$ cat src/rtl/conv_pkg.sv
// Shared definitions for the convolution output path: writer FSM encoding,
// default output addressing, byte/word widths and pixel saturation limits.
package conv_pkg;

  localparam int unsigned BYTE_W = 8;
  localparam int unsigned WORD_W = 16;

  localparam int unsigned OUT_BASE_DEF = 0;
  localparam logic [WORD_W-1:0] END_WORD_DEF = 16'h00FF;

  localparam int unsigned SAT_MIN = 0;
  localparam int unsigned SAT_MAX = 255;

  typedef enum logic [1:0] {
    ST_IDLE = 2'd0,
    ST_RUN  = 2'd1,
    ST_TERM = 2'd2,
    ST_DONE = 2'd3
  } wr_state_t;

endpackage

$ cat src/rtl/relu_sat8.sv
// ReLU plus unsigned 8-bit saturation of a signed accumulator value.
// Ports: acc (signed ACC_W input), px8 (8-bit pixel, combinational).
module relu_sat8
  import conv_pkg::*;
#(
  parameter int unsigned ACC_W = 16
) (
  input  logic [ACC_W-1:0]  acc,
  output logic [BYTE_W-1:0] px8
);

  // Anything above the low byte (sign excluded) means the value exceeds 255.
  logic over_c;
  assign over_c = |acc[ACC_W-2:BYTE_W];

  always_comb begin
    px8 = acc[BYTE_W-1:0];
    if (acc[ACC_W-1]) begin
      px8 = BYTE_W'(SAT_MIN);
    end else if (over_c) begin
      px8 = BYTE_W'(SAT_MAX);
    end
  end

endmodule

$ cat src/rtl/conv_output_writer.sv
// Converts convolution results to 8-bit pixels, packs pixel pairs into 16-bit
// words and writes them to the output SRAM. Rows flush odd pixels; frame end
// flushes any pending byte, appends a terminator word and pulses wr_done.
// Ports: clk/reset; init, px_valid, px_data, px_last_in_row, frame_done in;
// px_ready, SRAM write address/data/enable, words_written, wr_busy, wr_done,
// addr_wrap_err out (all registered).
module conv_output_writer
  import conv_pkg::*;
#(
  parameter int unsigned        ADDR_W   = 12,
  parameter int unsigned        ACC_W    = 16,
  parameter logic [ADDR_W-1:0]  OUT_BASE = ADDR_W'(OUT_BASE_DEF),
  parameter logic [WORD_W-1:0]  END_WORD = END_WORD_DEF
) (
  input  logic              clk,
  input  logic              reset,
  input  logic              init,
  input  logic              px_valid,
  input  logic [ACC_W-1:0]  px_data,
  input  logic              px_last_in_row,
  input  logic              frame_done,
  output logic              px_ready,
  output logic [ADDR_W-1:0] dut_sram_write_address,
  output logic [WORD_W-1:0] dut_sram_write_data,
  output logic              dut_sram_write_enable,
  output logic [ADDR_W-1:0] words_written,
  output logic              wr_busy,
  output logic              wr_done,
  output logic              addr_wrap_err
);

  wr_state_t         state;
  logic [ADDR_W-1:0] wr_ptr;
  logic              half;
  logic [BYTE_W-1:0] held;

  logic [BYTE_W-1:0] px8_c;
  logic              wr_fire_c;
  logic [WORD_W-1:0] wr_word_c;

  relu_sat8 #(.ACC_W(ACC_W)) u_relu_sat8 (
    .acc (px_data),
    .px8 (px8_c)
  );

  // Word to write this cycle, if any; init overrides all activity.
  always_comb begin
    wr_fire_c = 1'b0;
    wr_word_c = '0;
    if (!init) begin
      case (state)
        ST_RUN: begin
          if (px_valid) begin
            if (half) begin
              wr_fire_c = 1'b1;
              wr_word_c = {px8_c, held};
            end else if (px_last_in_row) begin
              wr_fire_c = 1'b1;
              wr_word_c = {BYTE_W'(0), px8_c};
            end
          end
        end
        ST_TERM: begin
          wr_fire_c = 1'b1;
          wr_word_c = half ? {BYTE_W'(0), held} : END_WORD;
        end
        default: ;
      endcase
    end
  end

  // FSM, packing state and registered SRAM/status outputs.
  always_ff @(posedge clk or posedge reset) begin
    if (reset) begin
      state                  <= ST_IDLE;
      wr_ptr                 <= '0;
      half                   <= 1'b0;
      held                   <= '0;
      px_ready               <= 1'b0;
      dut_sram_write_address <= '0;
      dut_sram_write_data    <= '0;
      dut_sram_write_enable  <= 1'b0;
      words_written          <= '0;
      wr_busy                <= 1'b0;
      wr_done                <= 1'b0;
      addr_wrap_err          <= 1'b0;
    end else begin
      dut_sram_write_enable <= 1'b0;
      wr_done               <= 1'b0;

      if (wr_fire_c) begin
        dut_sram_write_enable  <= 1'b1;
        dut_sram_write_address <= wr_ptr;
        dut_sram_write_data    <= wr_word_c;
        wr_ptr                 <= wr_ptr + ADDR_W'(1);
        words_written          <= words_written + ADDR_W'(1);
        if (wr_ptr == '1) begin
          addr_wrap_err <= 1'b1;
        end
      end

      if (init) begin
        state                  <= ST_RUN;
        wr_ptr                 <= OUT_BASE;
        dut_sram_write_address <= OUT_BASE;
        words_written          <= '0;
        addr_wrap_err          <= 1'b0;
        half                   <= 1'b0;
        px_ready               <= 1'b1;
        wr_busy                <= 1'b1;
      end else begin
        case (state)
          ST_RUN: begin
            if (px_valid) begin
              if (half || px_last_in_row) begin
                half <= 1'b0;
              end else begin
                held <= px8_c;
                half <= 1'b1;
              end
            end
            if (frame_done) begin
              state    <= ST_TERM;
              px_ready <= 1'b0;
            end
          end
          ST_TERM: begin
            // A pending byte takes one extra TERM cycle before the terminator.
            if (half) begin
              half <= 1'b0;
            end else begin
              state <= ST_DONE;
            end
          end
          ST_DONE: begin
            wr_done <= 1'b1;
            wr_busy <= 1'b0;
            state   <= ST_IDLE;
          end
          default: ;
        endcase
      end
    end
  end

endmodule

$ cat config.mk
export PLATFORM = sky130hd
export DESIGN_NAME = conv_output_writer
export DESIGN_NICKNAME = d
export VERILOG_FILES = /design/src/rtl/conv_pkg.sv /design/src/rtl/relu_sat8.sv /design/src/rtl/conv_output_writer.sv
export SDC_FILE = /design/constraint.sdc
export NUM_CORES = 1
export LEC_CHECK = 0
export CORE_MARGIN = 2
export CORE_UTILIZATION = 57
export DETAILED_ROUTE_END_ITERATION = 12
export DONT_BUFFER_PORTS = 1
export PLACE_DENSITY_LB_ADDON = 0.12
export SETUP_SLACK_MARGIN = 0.4
export SYNTH_ARGS = -nofsm -noshare
export SYNTH_HDL_FRONTEND = slang
export SYNTH_SLANG_ARGS = --single-unit
export TNS_END_PERCENT = 30
$ cat constraint.sdc
create_clock -name clk -period 2.15 [get_ports clk]
set_clock_uncertainty 0.2 [all_clocks]
set_input_delay 0.1075 -clock clk [delete_from_list [all_inputs] [get_ports clk]]
set_output_delay 0.1075 -clock clk [all_outputs]
set_load 0.01 [all_outputs]
==> results of run 1 <==
-- Yosys cell counts (all sizes together) --
cell type | count | share of area
dfrtp | 68 | 0.52
nand2 | 42 | 0.048
nor2 | 35 | 0.040
a21oi | 20 | 0.031
o21ai | 16 | 0.036
buf | 12 | 0.023
inv | 12 | 0.014
mux2 | 12 | 0.041
a22o | 8 | 0.021
a31oi | 8 | 0.015
o22ai | 8 | 0.015
xor2 | 8 | 0.021
xnor2 | 7 | 0.019
nor3 | 6 | 0.014
o211ai | 6 | 0.019
clkbuf | 5 | 0.0057
ha | 5 | 0.019
or3 | 5 | 0.0095
a211oi | 4 | 0.0091
nand3 | 4 | 0.0061
nand4 | 4 | 0.0076
and3 | 3 | 0.0057
o2111ai | 3 | 0.0080
a21o | 2 | 0.0045
and3b | 2 | 0.0057
and4 | 2 | 0.0053
o22a | 2 | 0.0053
a2111oi | 1 | 0.0045
a221oi | 1 | 0.0027
and2b | 1 | 0.0027
clkinv | 1 | 0.0011
mux2i | 1 | 0.0030
nand2b | 1 | 0.0019
nand4b | 1 | 0.0027
nor2b | 1 | 0.0019
nor4 | 1 | 0.0064
o211a | 1 | 0.0053
or2 | 1 | 0.0019
or4 | 1 | 0.0023
-- kinds of logic (layout without fill, tap and decap cells) --
group                      count (synthesis)  count (layout)  share of synthesized area
and+or+nand+nor                          110             110                      0.161
AOI/OAI and AO/OA                         80              80                      0.177
DFF                                       68              68                      0.515
buffers and inverters                     30              81                     0.0439
xor gates and xnor gates                  15              15                     0.0398
muxes                                     13              13                     0.0439
adders and majority gates                  5               5                     0.0189
-- layout by cell type (no fill, tap or decap), types with 4 or more instances in the layout --
| cell | netlist | layout |
|---|---|---|
| o22ai_1 | 8 | 8 |
| o211ai_1 | 4 | 4 |
| nor2_1 | 35 | 35 |
| o21ai_1 | 0 | 6 |
| mux2_2 | 11 | 9 |
| xor2_1 | 8 | 8 |
| a22o_1 | 8 | 8 |
| a31oi_1 | 8 | 8 |
| dlygate4sd3_1 | 0 | 16 |
| nand4_1 | 4 | 4 |
| dfrtp_1 | 68 | 67 |
| buf_6 | 2 | 12 |
| a21oi_1 | 19 | 18 |
| nand2_1 | 42 | 35 |
| xnor2_1 | 7 | 6 |
| o21ai_0 | 12 | 6 |
| inv_1 | 12 | 8 |
| o21ai_4 | 3 | 4 |
| buf_4 | 3 | 20 |
| nand2_2 | 0 | 6 |
| or3_1 | 5 | 5 |
| clkbuf_8 | 0 | 13 |
| nand3_1 | 4 | 4 |
-- layer usage --
layer	share of wire	up-vias
met5	0	-
met4	0.019	0
met3	0.062	16
met2	0.50	94
met1	0.42	1294
li1	-	1219
-- worst paths after layout --
check,start,end,cells past startpoint
hold / removal,init,words_written[8]$_DFFE_PP0P_,1
min in group asynchronous,reset,wr_done$_DFF_PP0_,2
max in group asynchronous,reset,wr_ptr[6]$_DFFE_PP0P_,3
setup reg to reg,state[1]$_DFFE_PP0P_,wr_ptr[11]$_DFFE_PP0P_,7
hold reg to reg,held[3]$_DFFE_PP0P_,held[3]$_DFFE_PP0P_,1
setup / recovery,state[1]$_DFFE_PP0P_,wr_ptr[11]$_DFFE_PP0P_,7
-- stage by stage --
stage | util | hold slack [ps]
CTS | 0.725 | -385
global route | 0.751 | -390
floorplan | - | 64.2
finish | 0.751 | -372
global placement | 0.614 | -99.6
detailed placement | 0.614 | -85.6
-- power by group through the flow --
stage,combinational (W),clock (W),sequential (W)
floorplan,0.000845,0,0.00169
global placement,0.00100,0,0.00173
detailed placement,0.00103,0,0.00174
CTS,0.00130,0.00115,0.00173
global route,0.00161,0.00122,0.00176
finish,0.00149,0.00114,0.00174
-- registers in the layout, indices dropped and copies added (netlist names) --
name	flops
dut_sram_write_data	16
dut_sram_write_address	12
words_written	12
wr_ptr	12
held	8
state	2
addr_wrap_err	1
dut_sram_write_enable	1
half	1
px_ready	1
wr_busy	1
wr_done	1
-- area by class of cell --
cell class	instances	area, µm²	area share
multi-input combinational	223	1570	0.377
clock inverter	3	42.5	0.0102
inverter	13	56.3	0.0135
timing repair buffer	52	520	0.125
tap	72	90.1	0.0217
sequential	68	1700	0.409
clock buffer	13	179	0.0430
-- timing repair --
action	4_1_cts	5_1_grt
gates resized for setup	23	27
setup endpoints to repair	61	64
setup buffers	14	8
endpoints found under the hold margin	134	48
pin swaps	7	11
cloned	2	1
==> impl_metrics.tcl, run 1 <==
set metrics [dict create \
    synth_nets 348 \
    clock-sinks 68 \
    cts_tree "yes" \
    tns_ps 0 \
    synthCells 321 \
    wl_per_cell_um 17.6 \
    cp_max_fo 6 \
    core.rowCount 27 \
    power.total_w 0.00437 \
    dieArea_um2 6420 \
    slowest_delay_ps 440 \
    drcViolationCount 0 \
    cts_hold_buf 16 \
    fillers 360 \
    ys_seq_area_frac 0.515 \
    p_int_w 0.00289 \
    slew_headroom 0.544 \
    diodes 0 \
    route.vias.total 2623 \
    clk_latency_ps 340 \
    grt_use_total 0.253 \
    syn_to_final_growth_pct 25.9 \
    crit_path_cell_trace "inv_2, ha_4, o211a_4, buf_4, o21ai_4, nor3_2, mux2_1" \
    die_x_um 80.1 \
    first_pass_iters 4 \
    clk_path_buf_depth 2 \
    startpoint_type "register" \
    core_um2 5540 \
    drt_iter0_markers 109 \
    end_kind "register" \
    overflow 0 \
    nets 394 \
    io_buffers 0 \
    setup_viol 0 \
    min_path_type "input pin to register" \
    use_met2 0.417 \
    maxCapViolCount 0 \
    rrSetupSlack_ps 190 \
    hold_violations 48 \
    ys_types 51 \
    outcome "complete, but fails checks" \
    design_area_um2 4160 \
    clk_pin_slew_ps 80 \
    pre_cts_slack_ps 77.5 \
    p_switching_w 0.00148 \
    use_met1 0.308 \
    period_needed_ps 1960 \
    fin_ws_ps 194 \
    tightest_slew_ps 682 \
    cts_root_buf "clkbuf_8" \
    sw_frac_of_total 0.339 \
    viasPerCell 5.91 \
    clock.fmax_mhz 511 \
    timing.hold.ws_ps -372 \
    final_cells 444 \
    syn_area_um2 3300 \
    start_util 0.596 \
    antenna_found_initial 0 \
    die_h_um 80.1 \
    place.gp.congestion 0.816 \
    power_density_nw_per_um2 1050 \
    slowest_stage "dfrtp_1" \
    cpLargestDelayFamily "flip-flops" \
    grt_setup_unrepaired "true" \
    yosys_warnings 0 \
    grt_pass1_vias 2612 \
    top_usage_layer "met2" \
    synth_area_per_cell_um2 10.3 \
    use_met3 0.0719 \
    ys_seq_elements 68 \
    routed_wl_um 7810 \
    drv_slew 0 \
    worst-path-buf-inv 2 \
    dpl.hpwl_um 4570 \
    cts_buffers 9 \
    drive_gt1_frac 0.263 \
    path_class "register to register" \
    finalCritPeriodShare 0.910 \
    vdd_ir_drop_max_mv 0.670 \
    dpl_cell_area_um2 3400 \
    power.share.clock 0.261 \
    seq_power_share 0.398 \
    combPwrFrac 0.341 \
    critical_path_required_ps 2160 \
    io_pins 67 \
    h-tree-depth 3 \
    cp.arrival_ps 1970 \
    grt_pass1_wl_um 12400 \
    ant_nets 0 \
    placed_cells 387 \
    leakage_nw 1.78 \
    violations "hold timing" \
    grt_max_degree 50 \
]
Power figures use the tool's default switching activity.
==> inputs of run 2 (changes only) <==
--- a/config.mk
+++ b/config.mk
@@ -13,5 +13,6 @@
 export SETUP_SLACK_MARGIN = 0.4
 export SYNTH_ARGS = -nofsm -noshare
 export SYNTH_HDL_FRONTEND = slang
+export SYNTH_HIERARCHICAL = 1
 export SYNTH_SLANG_ARGS = --single-unit
 export TNS_END_PERCENT = 30
==> impl_metrics.tcl, run 2 <==
set metrics [dict create \
    synth_top_family_by_area "compound AO/OA/AOI/OAI gates" \
    maxCapViolCount 0 \
    synth_commonest_cells "dfrtp_1, nand2_1, nor2_1" \
    viasPerCell 6.05 \
    grt_max_degree 50 \
    grt_use_total 0.255 \
    hold_violations 0 \
    synth_edf_count 0 \
    synth_largest_area_cell "dfrtp_1" \
    ys_seq_elements 68 \
    synth-compound-area-share 0.173 \
    clk_latency_ps 340 \
    largest_reg_flops 16 \
    yosys_most_used_dff "dfrtp_1" \
    synth_area_leaders "dfrtp_1, nand2_1, mux2_2" \
    grt_setup_unrepaired "true" \
    period_needed_ps 2080 \
    yosys.area_share.simple 0.169 \
    route.vias.total 2627 \
    seq_power_share 0.374 \
    dpl_cell_area_um2 3410 \
    ys_async_sr_fraction 1.00 \
    cp.arrival_ps 2110 \
    clock-sinks 68 \
    p_int_w 0.00316 \
    overflow 0 \
    syn_to_final_growth_pct 29.8 \
    synthCells 315 \
    most-common-layout-cells "dfrtp_1, nand2_1, nor2_1, buf_4, a21oi_1" \
    synth_xor_xnor_area_share 0.0273 \
    drcViolationCount 0 \
    timing.hold.ws_ps 15.7 \
    drive_gt1_frac 0.309 \
    holdPathStages 3 \
    die_x_um 79.0 \
    outcome "completed" \
    slew_headroom 0.678 \
    ys_types 48 \
    ff2ff_path_depth 5 \
    io_buffers 0 \
    place.gp.congestion 0.805 \
    synth_top_area_share 0.530 \
    cts_root_buf "clkbuf_8" \
    cts_tree "yes" \
    die_h_um 79.0 \
    cp_max_fo 5 \
    start_util 0.586 \
    muxShareOfSynthArea 0.0452 \
    diodes 0 \
    synthAdderAreaFrac 0.0195 \
    synth_most_common_cell "dfrtp_1" \
    synth_nets 342 \
    power.share.clock 0.274 \
    drv_slew 0 \
    finalCritPeriodShare 0.967 \
    dpl.hpwl_um 4730 \
    dieArea_um2 6250 \
    syn_area_um2 3210 \
    h-tree-depth 3 \
    end_kind "register" \
    p_switching_w 0.00163 \
    grt_pass1_vias 2628 \
    first_pass_iters 4 \
    leakage_nw 1.74 \
    synth_area_per_cell_um2 10.2 \
    clk_path_buf_depth 2 \
    fin_ws_ps 70.6 \
    tns_ps 0 \
    clock.fmax_mhz 481 \
    combPwrFrac 0.352 \
    sw_frac_of_total 0.339 \
    startpoint_type "register" \
    ant_nets 0 \
    wl_per_cell_um 19.0 \
    layout_commonest_cell "dfrtp_1" \
    core.rowCount 27 \
    core_um2 5470 \
    power_density_nw_per_um2 1150 \
    design_area_um2 4170 \
    ys_seq_area_frac 0.530 \
    yosys_warnings 6 \
    nets 384 \
    setup_viol 0 \
    tightest_slew_ps 481 \
    clk_pin_slew_ps 70 \
    min_path_type "input pin to register" \
    cts_buffers 9 \
    drt_iter0_markers 211 \
    vdd_ir_drop_max_mv 0.784 \
    io_pins 67 \
    top_register "dut_sram_write_data" \
    routed_wl_um 8230 \
    path_class "register to register" \
    pre_cts_slack_ps 40.6 \
    grt_pass1_wl_um 12300 \
    antenna_found_initial 0 \
    critical_path_required_ps 2180 \
]
run 2: through the flow:
stage,std cells,total power [W],util
after floorplan,315,0.00249,-
after global placement,393,0.00276,0.622
after detailed placement,393,0.00281,0.622
after CTS,423,0.00431,0.706
after global routing,434,0.00501,0.761
final,434,0.00479,0.761
run 2: repair_timing:
item / in CTS / in global routing
gates cloned: 0 / 3
setup endpoints to repair: 60 / 63
gates resized for setup: 13 / 45
endpoints found under the hold margin: 135 / 0
buffers inserted: 5 / 8
pin swaps: 5 / 20
hold buffers: 9 / 0
run 2: path summary, 6_finish.rpt:
path,to,slack [ps],from
setup / recovery,words_written[11]$_DFFE_PP0P_,70,state[1]$_DFFE_PP0P_
hold / removal,dut_sram_write_data[9]$_DFFE_PP0P_,20,px_data[12]
setup reg to reg,words_written[11]$_DFFE_PP0P_,70,state[1]$_DFFE_PP0P_
hold reg to reg,held[3]$_DFFE_PP0P_,310,held[3]$_DFFE_PP0P_
max in group asynchronous,wr_ptr[3]$_DFFE_PP0P_,1190,reset
min in group asynchronous,wr_ptr[9]$_DFFE_PP0P_,150,reset
run 2: kinds of logic (layout without fill, tap and decap cells):
family,count (synthesis),after routing
XOR/XNOR,10,10
flip-flops,68,68
multiplexers,13,13
AO/OA/AOI/OAI,84,85
buffers and inverters,26,72
AND/OR/NAND/NOR,109,109
adder cells (fa/ha/maj),5,5
run 2: per-layer routing:
| layer | up-vias | track usage | wire, µm |
|---|---|---|---|
| li1 | 1211 | - | - |
| met1 | 1320 | 0.330 | 3610 |
| met2 | 81 | 0.418 | 4010 |
| met3 | 15 | 0.0625 | 436 |
| met4 | 0 | 0.0983 | 173 |
| met5 | - | 0 | 0 |
run 2: final cells by class:
type,instances,area [µm²]
multi-input combinational,222,1630
fill,357,1310
inverter,11,57.6
clock buffer,12,155
clock inverter,4,95.1
sequential,68,1710
tap,72,90.1
timing repair buffer,45,437
run 2: worst max-delay path: stages (launching register included):
cell      delay, ps
dfrtp_1         420
buf_6           150
ha_4            230
nand4b_1        280
nor4b_2         320
mux2_2          360
run 2: power by group through the flow:
stage	clock, W	sequential (W)	combinational (W)
floorplan	0	0.00174	0.000758
detailed placement	0	0.00179	0.00102
finish	0.00131	0.00179	0.00168
CTS	0.00133	0.00177	0.00122
global route	0.00138	0.00182	0.00181
global placement	0	0.00178	0.000977
==> inputs of run 3 (changes only) <==
--- a/config.mk
+++ b/config.mk
@@ -10,7 +10,7 @@
 export DETAILED_ROUTE_END_ITERATION = 12
 export DONT_BUFFER_PORTS = 1
 export PLACE_DENSITY_LB_ADDON = 0.12
-export SETUP_SLACK_MARGIN = 0.4
+export REMOVE_ABC_BUFFERS = 1
 export SYNTH_ARGS = -nofsm -noshare
 export SYNTH_HDL_FRONTEND = slang
 export SYNTH_HIERARCHICAL = 1
==> impl_metrics.tcl, run 3 (synthesis gave the netlist of run 2 again) <==
set metrics [dict create \
    pre_cts_slack_ps -1.86 \
    top_register "dut_sram_write_data" \
    start_util 0.586 \
    syn_to_final_growth_pct 17.9 \
    dpl.hpwl_um 4850 \
    clock-sinks 68 \
    slowest_stage "dfrtp_1" \
    grt_use_total 0.249 \
    cts_buffers 9 \
    clock.fmax_mhz 490 \
    drive_gt1_frac 0.185 \
    slowest_delay_ps 390 \
    cts_root_buf "clkbuf_8" \
    wl_per_cell_um 17.0 \
    drcViolationCount 0 \
    clk_pin_slew_ps 80 \
    grt_pass1_wl_um 12200 \
    finalCritPeriodShare 0.949 \
    path_class "register to register" \
    clk_latency_ps 340 \
    io_pins 67 \
    slew_headroom 0.632 \
    startpoint_type "register" \
    routedLengthMet1_um 3130 \
    ff_latch_area_um2 1700 \
    overflow 0 \
    vdd_ir_drop_max_mv 0.613 \
    tns_ps 0 \
    clk_path_buf_depth 2 \
    die_h_um 79.0 \
    largest_reg_flops 16 \
    ant_nets 0 \
    outcome "completed" \
    die_x_um 79.0 \
    power_density_nw_per_um2 1020 \
    end_kind "register" \
    layout_commonest_cell "dfrtp_1" \
    maxCapViolCount 0 \
    cp.arrival_ps 2060 \
    hold_violations 0 \
    io_buffers 0 \
    antenna_found_initial 0 \
    period_needed_ps 2040 \
    min_path_type "input pin to register" \
    grt_max_degree 50 \
    place.gp.congestion 0.868 \
    fillers 412 \
    routed_wl_um 7180 \
    h-tree-depth 3 \
    wl_met2_um 3490 \
    crit_path_cell_trace "inv_1, ha_1, buf_4, or3_1, a21oi_2, mux2i_1, o41ai_1" \
    grt_pass1_vias 2607 \
    wl_met3_um 475 \
    cp_max_fo 7 \
    dieArea_um2 6250 \
    multi_input_area_um2 1420 \
    setup_viol 0 \
    leakage_nw 1.62 \
    drv_slew 0 \
    most-common-layout-cells "dfrtp_1, nand2_1, nor2_1, a21oi_1, buf_4" \
    route.vias.total 2507 \
    first_pass_iters 4 \
    diodes 0 \
    drt_iter0_markers 132 \
    nets 373 \
    cts_tree "yes" \
    fin_ws_ps 109 \
    viasPerCell 5.93 \
    core.rowCount 27 \
    dr.max_layer_used "met4" \
    core_um2 5470 \
    critical_path_required_ps 2170 \
    tightest_slew_ps 551 \
]
run 3: path summary, 6_finish.rpt:
check	startpoint	end	slack (ps)	cells past startpoint
max in group asynchronous	reset	dut_sram_write_data[0]$_DFFE_PP0P_	1100	3
min in group asynchronous	reset	dut_sram_write_data[9]$_DFFE_PP0P_	70	2
min reg2reg	held[3]$_DFFE_PP0P_	held[3]$_DFFE_PP0P_	310	1
max	state[1]$_DFFE_PP0P_	state[1]$_DFFE_PP0P_	110	7
max reg2reg	state[1]$_DFFE_PP0P_	state[1]$_DFFE_PP0P_	110	7
min	px_data[13]	dut_sram_write_data[13]$_DFFE_PP0P_	10	3
run 3: area by class of cell:
cell class | count | area share
Sequential cell | 68 | 0.450
Multi-Input combinational cell | 221 | 0.376
Timing Repair Buffer | 35 | 0.0913
Clock buffer | 13 | 0.0420
Tap cell | 72 | 0.0238
Inverter | 11 | 0.0109
Clock inverter | 3 | 0.00562
run 3: critical path: cells and delay by family, from the launching register on:
kind / cells / cell delay (ps)
AND/OR/NAND/NOR: 1 / 350
multiplexers: 1 / 220
AO/OA/AOI/OAI: 2 / 300
flip-flops: 1 / 390
buffers and inverters: 2 / 240
adder cells (fa/ha/maj): 1 / 210
run 3: what timing repair did:
item	4_1_cts	5_1_grt
resized for setup	0	8
endpoints found under the setup margin	0	26
hold endpoints to repair	135	0
setup buffers	0	1
hold buffers	13	0
run 3: layer usage:
metal | vias up | global-route usage
li1 | 1195 | -
met1 | 1234 | 0.319
met2 | 70 | 0.402
met3 | 8 | 0.0773
met4 | 0 | 0.0862
met5 | - | 0
run 3: stage by stage:
| stage | hold WS, ps | cells | instance area, µm² | util | total power (W) |
|---|---|---|---|---|---|
| after floorplan | -29.4 | 300 | 3140 | - | 0.00242 |
| after global placement | -134 | 393 | 3420 | 0.625 | 0.00278 |
| after detailed placement | -125 | 393 | 3420 | 0.625 | 0.00283 |
| after CTS | 0.998 | 422 | 3740 | 0.684 | 0.00383 |
| after global routing | 39.0 | 423 | 3780 | 0.691 | 0.00409 |
| final | 12.3 | 423 | 3780 | 0.691 | 0.00387 |
run 3: power by group:
group | internal, W | total, W | switching (W)
clock | 0.000483 | 0.000960 | 0.000478
combinational | 0.000495 | 0.00114 | 0.000645
sequential | 0.00152 | 0.00176 | 0.000243
total | 0.00250 | 0.00387 | 0.00137
